### config.mk
export PLATFORM = sky130hd
export DESIGN_NAME = ddr2_cmd_monitor
export DESIGN_NICKNAME = d
export VERILOG_FILES = /design/src/rtl/ddr2_cmd_monitor_pkg.sv /design/src/rtl/ddr2_bank_fsm.sv /design/src/rtl/ddr2_cmd_monitor.sv
export SDC_FILE = /design/constraint.sdc
export NUM_CORES = 1
export LEC_CHECK = 0
export ABC_AREA = 1
export CAP_MARGIN = 20
export CORE_MARGIN = 10
export CORE_UTILIZATION = 25
export CTS_CLUSTER_SIZE = 20
export DETAILED_ROUTE_END_ITERATION = 10
export SLEW_MARGIN = 10
export SYNTH_ARGS = -nofsm -noshare
export SYNTH_HDL_FRONTEND = slang
export SYNTH_SLANG_ARGS = --single-unit
### constraint.sdc
create_clock -name clk -period 5.25 [get_ports clk]
set_input_delay 1.3125 -clock clk [delete_from_list [all_inputs] [get_ports clk]]
set_output_delay 1.3125 -clock clk [all_outputs]
set_load 0.02 [all_outputs]
### src/rtl/ddr2_cmd_monitor_pkg.sv
// ddr2_cmd_monitor_pkg
//   Shared types, timing constants and the command decode helper for the
//   DDR2 command-bus monitor.
//   - ddr2_cmd_t   : decoded command, encoded as {ras_n, cas_n, we_n} when cs_n=0
//   - bank_state_t : per-bank protocol state
//   - ddr2_err_t   : violation codes; a lower code has higher priority
//   - tRCD..tREFI  : default timing values in clock cycles
package ddr2_cmd_monitor_pkg;

   typedef enum logic [3:0] {
      CMD_MRS = 4'd0,
      CMD_REF = 4'd1,
      CMD_PRE = 4'd2,
      CMD_ACT = 4'd3,
      CMD_WR  = 4'd4,
      CMD_RD  = 4'd5,
      CMD_ILL = 4'd6,
      CMD_NOP = 4'd7,
      CMD_DES = 4'd8
   } ddr2_cmd_t;

   typedef enum logic [2:0] {
      BANK_IDLE       = 3'd0,
      BANK_ACTIVATING = 3'd1,
      BANK_ACTIVE     = 3'd2,
      BANK_READING    = 3'd3,
      BANK_WRITING    = 3'd4,
      BANK_PRECHARGE  = 3'd5
   } bank_state_t;

   typedef enum logic [3:0] {
      ERR_NONE     = 4'd0,
      ERR_ILLEGAL  = 4'd1,
      ERR_ACT_OPEN = 4'd2,
      ERR_TRC      = 4'd3,
      ERR_TRRD     = 4'd4,
      ERR_TRCD     = 4'd5,
      ERR_CLOSED   = 4'd6,
      ERR_TRAS     = 4'd7,
      ERR_REF_BUSY = 4'd8,
      ERR_MRS_BUSY = 4'd9,
      ERR_TCCD     = 4'd10
   } ddr2_err_t;

   localparam int tRCD  = 15;
   localparam int tRP   = 15;
   localparam int tRAS  = 40;
   localparam int tRC   = 55;
   localparam int tRRD  = 10;
   localparam int tCCD  = 2;
   localparam int tREFI = 3120;

   // Width of the timing down-counters; must hold the largest T-1.
   localparam int CNT_W = 8;

   // {cs_n, ras_n, cas_n, we_n} -> command. cs_n high deselects regardless
   // of the other lines; otherwise the low three bits are the encoding.
   function automatic ddr2_cmd_t ddr2_decode_cmd(input logic [3:0] pins);
      if (pins[3]) begin
         return CMD_DES;
      end
      return ddr2_cmd_t'({1'b0, pins[2:0]});
   endfunction

endpackage

### src/rtl/ddr2_bank_fsm.sv
// ddr2_bank_fsm
//   State tracker for a single DDR2 bank: bank state, open row and the
//   rcd / ras / rc / rp / ccd down-counters. The parent decides which
//   commands target this bank; this block applies them and exposes the
//   flags the parent needs to classify violations.
//   Ports:
//     clk, rst_n      clock, synchronous active-low reset
//     act             ACT targets this bank (row latched from row)
//     rdwr, is_wr     RD/WR targets this bank (already filtered for CLOSED)
//     pre             PRE covers this bank (single or all-banks)
//     row             address bus
//     state           current bank_state_t
//     open_row        row latched by the last ACT
//     idle, activating, closed, rc_busy, tras_viol, ccd_busy  violation flags
module ddr2_bank_fsm
   import ddr2_cmd_monitor_pkg::*;
#(
   parameter int ROW_W = 14,
   parameter int T_RCD = tRCD,
   parameter int T_RAS = tRAS,
   parameter int T_RC  = tRC,
   parameter int T_RP  = tRP,
   parameter int T_CCD = tCCD
) (
   input  logic              clk,
   input  logic              rst_n,
   input  logic              act,
   input  logic              rdwr,
   input  logic              is_wr,
   input  logic              pre,
   input  logic [ROW_W-1:0]  row,
   output bank_state_t       state,
   output logic [ROW_W-1:0]  open_row,
   output logic              idle,
   output logic              activating,
   output logic              closed,
   output logic              rc_busy,
   output logic              tras_viol,
   output logic              ccd_busy
);

   bank_state_t      state_reg;
   logic [ROW_W-1:0] open_row_reg;
   logic [CNT_W-1:0] rcd_reg, ras_reg, rc_reg, rp_reg, ccd_reg;
   logic             is_open;

   function automatic logic [CNT_W-1:0] dec_sat(input logic [CNT_W-1:0] v);
      return (v == '0) ? v : v - 1'b1;
   endfunction

   assign is_open = (state_reg == BANK_ACTIVATING) || (state_reg == BANK_ACTIVE) ||
                    (state_reg == BANK_READING)    || (state_reg == BANK_WRITING);

   always_ff @(posedge clk) begin
      if (!rst_n) begin
         state_reg    <= BANK_IDLE;
         open_row_reg <= '0;
         rcd_reg      <= '0;
         ras_reg      <= '0;
         rc_reg       <= '0;
         rp_reg       <= '0;
         ccd_reg      <= '0;
      end else begin
         rcd_reg <= dec_sat(rcd_reg);
         ras_reg <= dec_sat(ras_reg);
         rc_reg  <= dec_sat(rc_reg);
         rp_reg  <= dec_sat(rp_reg);
         ccd_reg <= dec_sat(ccd_reg);

         // Timed transitions fire on the edge where the counter reaches 0,
         // so the new state is visible in the first cycle the counter reads 0.
         case (state_reg)
            BANK_ACTIVATING: if (rcd_reg < CNT_W'(2)) state_reg <= BANK_ACTIVE;
            BANK_READING,
            BANK_WRITING:    if (ccd_reg < CNT_W'(2)) state_reg <= BANK_ACTIVE;
            BANK_PRECHARGE:  if (rp_reg  < CNT_W'(2)) state_reg <= BANK_IDLE;
            default: ;
         endcase

         // A command this cycle overrides any timed transition.
         if (act) begin
            state_reg    <= BANK_ACTIVATING;
            open_row_reg <= row;
            rcd_reg      <= CNT_W'(T_RCD - 1);
            ras_reg      <= CNT_W'(T_RAS - 1);
            rc_reg       <= CNT_W'(T_RC - 1);
         end else if (rdwr) begin
            state_reg <= is_wr ? BANK_WRITING : BANK_READING;
            ccd_reg   <= CNT_W'(T_CCD - 1);
         end else if (pre && is_open) begin
            state_reg <= BANK_PRECHARGE;
            rp_reg    <= CNT_W'(T_RP - 1);
         end
      end
   end

   assign state      = state_reg;
   assign open_row   = open_row_reg;
   assign idle       = (state_reg == BANK_IDLE);
   assign activating = (state_reg == BANK_ACTIVATING);
   assign closed     = (state_reg == BANK_IDLE) || (state_reg == BANK_PRECHARGE);
   assign rc_busy    = (rc_reg != '0);
   assign tras_viol  = is_open && (ras_reg != '0);
   assign ccd_busy   = (ccd_reg != '0);

endmodule

### src/rtl/ddr2_cmd_monitor.sv
// ddr2_cmd_monitor
//   Device-side DDR2 command-bus checker. Decodes {cs_n,ras_n,cas_n,we_n},
//   tracks every bank through ddr2_bank_fsm instances, and reports the
//   highest-priority (lowest-code) protocol/timing violation per cycle.
//   Optional macro DDR2_REFI_CHECK_EN builds the refresh-interval counter
//   and the REFI_LIMIT parameter; otherwise refi_overdue is tied low.
//   Ports:
//     clk, rst_n                        clock, synchronous active-low reset
//     cmd_in, ba_in, addr_in            sampled command bus
//     dec_valid/cmd/bank/addr/a10       registered decode of non-NOP/DES commands
//     bank_state, open_row              packed per-bank state, bank 0 in LSBs
//     err_valid/code/bank, err_cnt      registered violation report and count
//     refi_overdue                      refresh interval exceeded (level)
module ddr2_cmd_monitor
   import ddr2_cmd_monitor_pkg::*;
#(
   parameter int NUM_BANKS  = 8,
   parameter int ROW_W      = 14,
   parameter int T_RCD      = tRCD,
   parameter int T_RP       = tRP,
   parameter int T_RAS      = tRAS,
   parameter int T_RC       = tRC,
   parameter int T_RRD      = tRRD,
   parameter int T_CCD      = tCCD,
`ifdef DDR2_REFI_CHECK_EN
   parameter int REFI_LIMIT = 9 * tREFI,
`endif
   localparam int BA_W      = $clog2(NUM_BANKS)
) (
   input  logic                     clk,
   input  logic                     rst_n,
   input  logic [3:0]               cmd_in,
   input  logic [BA_W-1:0]          ba_in,
   input  logic [ROW_W-1:0]         addr_in,
   output logic                     dec_valid,
   output logic [3:0]               dec_cmd,
   output logic [BA_W-1:0]          dec_bank,
   output logic [ROW_W-1:0]         dec_addr,
   output logic                     dec_a10,
   output logic [3*NUM_BANKS-1:0]   bank_state,
   output logic [ROW_W*NUM_BANKS-1:0] open_row,
   output logic                     err_valid,
   output logic [3:0]               err_code,
   output logic [BA_W-1:0]          err_bank,
   output logic [15:0]              err_cnt,
   output logic                     refi_overdue
);

   ddr2_cmd_t cmd;
   logic      is_cmd;
   logic      is_rdwr;

   assign cmd     = ddr2_decode_cmd(cmd_in);
   assign is_cmd  = (cmd != CMD_NOP) && (cmd != CMD_DES);
   assign is_rdwr = (cmd == CMD_RD) || (cmd == CMD_WR);

   logic [NUM_BANKS-1:0] hit, act_sel, rdwr_sel, pre_sel;
   logic [NUM_BANKS-1:0] idle_v, activating_v, closed_v, rc_busy_v, tras_v, ccd_busy_v;

   for (genvar gi = 0; gi < NUM_BANKS; gi++) begin : g_bank
      bank_state_t st;

      assign hit[gi]      = (ba_in == BA_W'(gi));
      assign act_sel[gi]  = (cmd == CMD_ACT) && hit[gi];
      // RD/WR to a closed bank is reported but must not move the bank.
      assign rdwr_sel[gi] = is_rdwr && hit[gi] && !closed_v[gi];
      assign pre_sel[gi]  = (cmd == CMD_PRE) && (addr_in[10] || hit[gi]);

      ddr2_bank_fsm #(
         .ROW_W (ROW_W),
         .T_RCD (T_RCD),
         .T_RAS (T_RAS),
         .T_RC  (T_RC),
         .T_RP  (T_RP),
         .T_CCD (T_CCD)
      ) u_bank (
         .clk        (clk),
         .rst_n      (rst_n),
         .act        (act_sel[gi]),
         .rdwr       (rdwr_sel[gi]),
         .is_wr      (cmd == CMD_WR),
         .pre        (pre_sel[gi]),
         .row        (addr_in),
         .state      (st),
         .open_row   (open_row[gi*ROW_W +: ROW_W]),
         .idle       (idle_v[gi]),
         .activating (activating_v[gi]),
         .closed     (closed_v[gi]),
         .rc_busy    (rc_busy_v[gi]),
         .tras_viol  (tras_v[gi]),
         .ccd_busy   (ccd_busy_v[gi])
      );

      assign bank_state[gi*3 +: 3] = st;
   end

   // Global ACT-to-ACT spacing counter.
   logic [CNT_W-1:0] rrd_reg;

   always_ff @(posedge clk) begin
      if (!rst_n) begin
         rrd_reg <= '0;
      end else if (cmd == CMD_ACT) begin
         rrd_reg <= CNT_W'(T_RRD - 1);
      end else if (rrd_reg != '0) begin
         rrd_reg <= rrd_reg - 1'b1;
      end
   end

   // Priority encoder: within each command the checks are ordered by code,
   // so the first match is the lowest code.
   ddr2_err_t       err_next;
   logic [BA_W-1:0] err_bank_next;

   always_comb begin
      err_next      = ERR_NONE;
      err_bank_next = ba_in;
      case (cmd)
         CMD_ILL: err_next = ERR_ILLEGAL;
         CMD_ACT: begin
            if (!idle_v[ba_in])          err_next = ERR_ACT_OPEN;
            else if (rc_busy_v[ba_in])   err_next = ERR_TRC;
            else if (rrd_reg != '0)      err_next = ERR_TRRD;
         end
         CMD_RD, CMD_WR: begin
            if (activating_v[ba_in])     err_next = ERR_TRCD;
            else if (closed_v[ba_in])    err_next = ERR_CLOSED;
            else if (|ccd_busy_v)        err_next = ERR_TCCD;
         end
         CMD_PRE: begin
            if (addr_in[10]) begin
               // Scan downward so the lowest offending bank is reported.
               for (int i = NUM_BANKS - 1; i >= 0; i--) begin
                  if (tras_v[i]) begin
                     err_next      = ERR_TRAS;
                     err_bank_next = BA_W'(i);
                  end
               end
            end else if (tras_v[ba_in]) begin
               err_next = ERR_TRAS;
            end
         end
         CMD_REF: if (!(&idle_v)) err_next = ERR_REF_BUSY;
         CMD_MRS: if (!(&idle_v)) err_next = ERR_MRS_BUSY;
         default: ;
      endcase
   end

   always_ff @(posedge clk) begin
      if (!rst_n) begin
         dec_valid <= 1'b0;
         dec_cmd   <= '0;
         dec_bank  <= '0;
         dec_addr  <= '0;
         dec_a10   <= 1'b0;
         err_valid <= 1'b0;
         err_code  <= '0;
         err_bank  <= '0;
         err_cnt   <= '0;
      end else begin
         dec_valid <= is_cmd;
         if (is_cmd) begin
            dec_cmd  <= cmd;
            dec_bank <= ba_in;
            dec_addr <= addr_in;
            dec_a10  <= addr_in[10];
         end
         err_valid <= (err_next != ERR_NONE);
         err_code  <= err_next;
         if (err_next != ERR_NONE) begin
            err_bank <= err_bank_next;
            if (err_cnt != 16'hFFFF) begin
               err_cnt <= err_cnt + 16'd1;
            end
         end
      end
   end

`ifdef DDR2_REFI_CHECK_EN
   localparam int REFI_W = $clog2(REFI_LIMIT + 1);
   logic [REFI_W-1:0] refi_reg;

   always_ff @(posedge clk) begin
      if (!rst_n) begin
         refi_reg <= '0;
      end else if (cmd == CMD_REF) begin
         refi_reg <= '0;
      end else if (refi_reg != REFI_W'(REFI_LIMIT)) begin
         refi_reg <= refi_reg + 1'b1;
      end
   end

   assign refi_overdue = (refi_reg == REFI_W'(REFI_LIMIT));
`else
   assign refi_overdue = 1'b0;
`endif

endmodule

==> metrics <==
f_max 0.242 GHz; first-pass iteration count of the detailed router 6; fin crit share 78.6%; crit path launch type primary input; Clock Skews 34.8 ps; largest net degree at the start of global routing 91; Slew Limit Fails 0; PD cells 569 nW/µm²; Die W 328 µm; total congestion overflow 0; Clock Sink Count 510; vias per inst 4.49; worst slew pin tran 1090 ps; critical-path cell list clkdlybuf4s50_1 > inv_2 > nand3_1 > inv_1 > nand2_1 > nor2_2 > inv_1 > o2111ai_1 > nand3_1 > o31ai_1 > a21oi_1; CTS tree done; post-DP HPWL 51000 µm; normalized max-slew margin 27.2%; initial DRC count 1354; first-pass GRT wire length 111000 µm; DR WL/cell 15.0 µm; Synth warnings 0; Remaining DRCs 0; All-Layer GR Usage 12.8%; status completed; Hold Fails Final Rpt 0; Max IR drop VDD 0.000296 V; Die H 328 µm; Total Nets Final 3573; antenna-violating nets left 0; Initial Utilization 25.3%; #FFs+latches synth 510; most common cell after layout, fill and taps aside nor2_1; critical path required time 5760 ps; clock period minus worst slack 4130 ps; synthesized area 23700 µm²; Synth cell types 57; Final Power 16600 µW; row count 112; TritonCTS Buffers 60; Cells after Synth 3309; Syn-to-layout area delta 22.7%; DRT Wirelength 71700 µm; layout cell share with drive strength beyond 1 5.79%; Main synth FF type dfxtp_1; Hold-fix buffers, CTS 0; Core ar. 93700 µm²; Max-Cap Viols 0; CTS root buffer clkbuf_16; diode count 0; Hold WC Path Type reg2reg; CP arrival 4630 ps; clk buf depth 3; initial antenna violation count 3; syn_nets 3386; Sum Neg Setup Slack 0 ps; CP peak stage delay 750 ps; Worst-path clk slew 50 ps; postcts setup bufs 0; Final Wtd Congestion 0.867; sequential area share after synthesis 43.0%; slowest CP cell clkdlybuf4s50_1; Resize count post-CTS 0; Post-synth ARST share 0%; via count 21500; Final Setup Violations 0; Crit. End Element flop; most frequent cells in the layout 722 x nor2_1, 510 x dfxtp_1, 445 x nand2_1, 372 x inv_1, 228 x o21ai_0; latest clock arrival within the worst-skew pair 660 ps; H-tree Lvls 2; Pleak 0.0125 µW; IO buf count 205; Largest register FFs 112; critical path type in2reg; crit path max fanout 12; die area 108000 µm²; number of synthesized flops with an enable pin 0; RSZ-0062 raised after global routing false; Post-Syn Area per Cell 7.18 µm²; I/O pins 207; vias in the first global route 20200
critical path: cells and delay by family:
family	cells	cell delay, ps
simple gates	4	780
buf+inv	4	1770
compound gates	3	750
worst paths after layout:
check                           slack, ps                   startpoint  cells past startpoint                   endpoint
worst max-delay path                 1120                    cmd_in[0]                     11  g_bank[4].u_bank.state[0]
worst min-delay path                  430                   dec_cmd[3]                      2                 dec_cmd[3]
worst max register to register       2350  g_bank[0].u_bank.ras_reg[0]                     14                 err_cnt[2]
worst min register to register        430                   dec_cmd[3]                      2                 dec_cmd[3]
per-stage QoR:
step | area, µm² | cells | utilization (%) | worst slack [ps] | hold WS (ps)
after floorplan | 23700 | 3309 | - | 2440 | 422
after global placement | 27100 | 4688 | 28.9 | 603 | 420
after detailed placement | 27100 | 4688 | 28.9 | 557 | 426
after CTS | 29100 | 4793 | 31.1 | 1200 | 434
after global routing | 29100 | 4793 | 31.1 | 920 | 445
final | 29100 | 4793 | 31.1 | 1120 | 430
layer usage:
| metal | vias up | share of wire [%] | global-route usage (%) |
|---|---|---|---|
| li1 | 11000 | - | - |
| met1 | 9866 | 47 | 16.9 |
| met2 | 516 | 42 | 19.8 |
| met3 | 117 | 8.0 | 3.83 |
| met4 | 2 | 2.7 | 3.91 |
| met5 | - | 0.018 | 0 |
report_power, final:
part / switching, µW / internal [µW]
combinational: 4030 / 2550
clock: 1770 / 2550
sequential: 773 / 4900
total: 6570 / 10000
synth_stat cells (8+ instances only):
cell | number | share of area, %
nand2_2 | 23 | 0.61
o31ai_1 | 16 | 0.51
o21ai_0 | 228 | 4.8
inv_2 | 8 | 0.13
nor3_2 | 8 | 0.34
xor2_1 | 102 | 3.8
nand3_1 | 148 | 3.1
nand2_1 | 445 | 7.0
a21oi_1 | 216 | 4.6
nand4_1 | 27 | 0.71
inv_1 | 373 | 5.9
a211oi_1 | 16 | 0.51
buf_1 | 16 | 0.25
nand3b_1 | 9 | 0.28
a21oi_2 | 11 | 0.41
a2111oi_0 | 8 | 0.30
nor2_2 | 11 | 0.29
or3_1 | 12 | 0.32
ha_1 | 54 | 2.8
nor3_1 | 93 | 2.0
dfxtp_1 | 510 | 43
clkbuf_1 | 71 | 1.1
nor2_1 | 728 | 12
xnor2_1 | 61 | 2.3
or2_2 | 15 | 0.40
a31oi_1 | 28 | 0.74
cells by family (layout without fill, tap and decap cells):
family                   count (synthesis)  count (layout)  share of synthesized area (%)
other                                    1               1                         0.0158
buffers and inverters                  480             710                           7.78
XOR/XNOR                               163             163                           6.01
adder cells (fa/ha/maj)                 54              54                           2.85
AND/OR/NAND/NOR                       1542            1542                           27.3
multiplexers                             1               1                         0.0474
flip-flops                             510             510                           43.0
AO/OA/AOI/OAI                          558             558                           13.0
final cells by class:
class | count | area, µm²
Fill cell | 9981 | 64600
Inverter | 384 | 1450
Sequential cell | 510 | 10200
Multi-Input combinational cell | 2319 | 11700
Clock buffer | 81 | 1690
Timing Repair Buffer | 221 | 2170
Clock inverter | 24 | 345
Tap cell | 1254 | 1570
No activity file was read; power rests on OpenSTA's default activity.
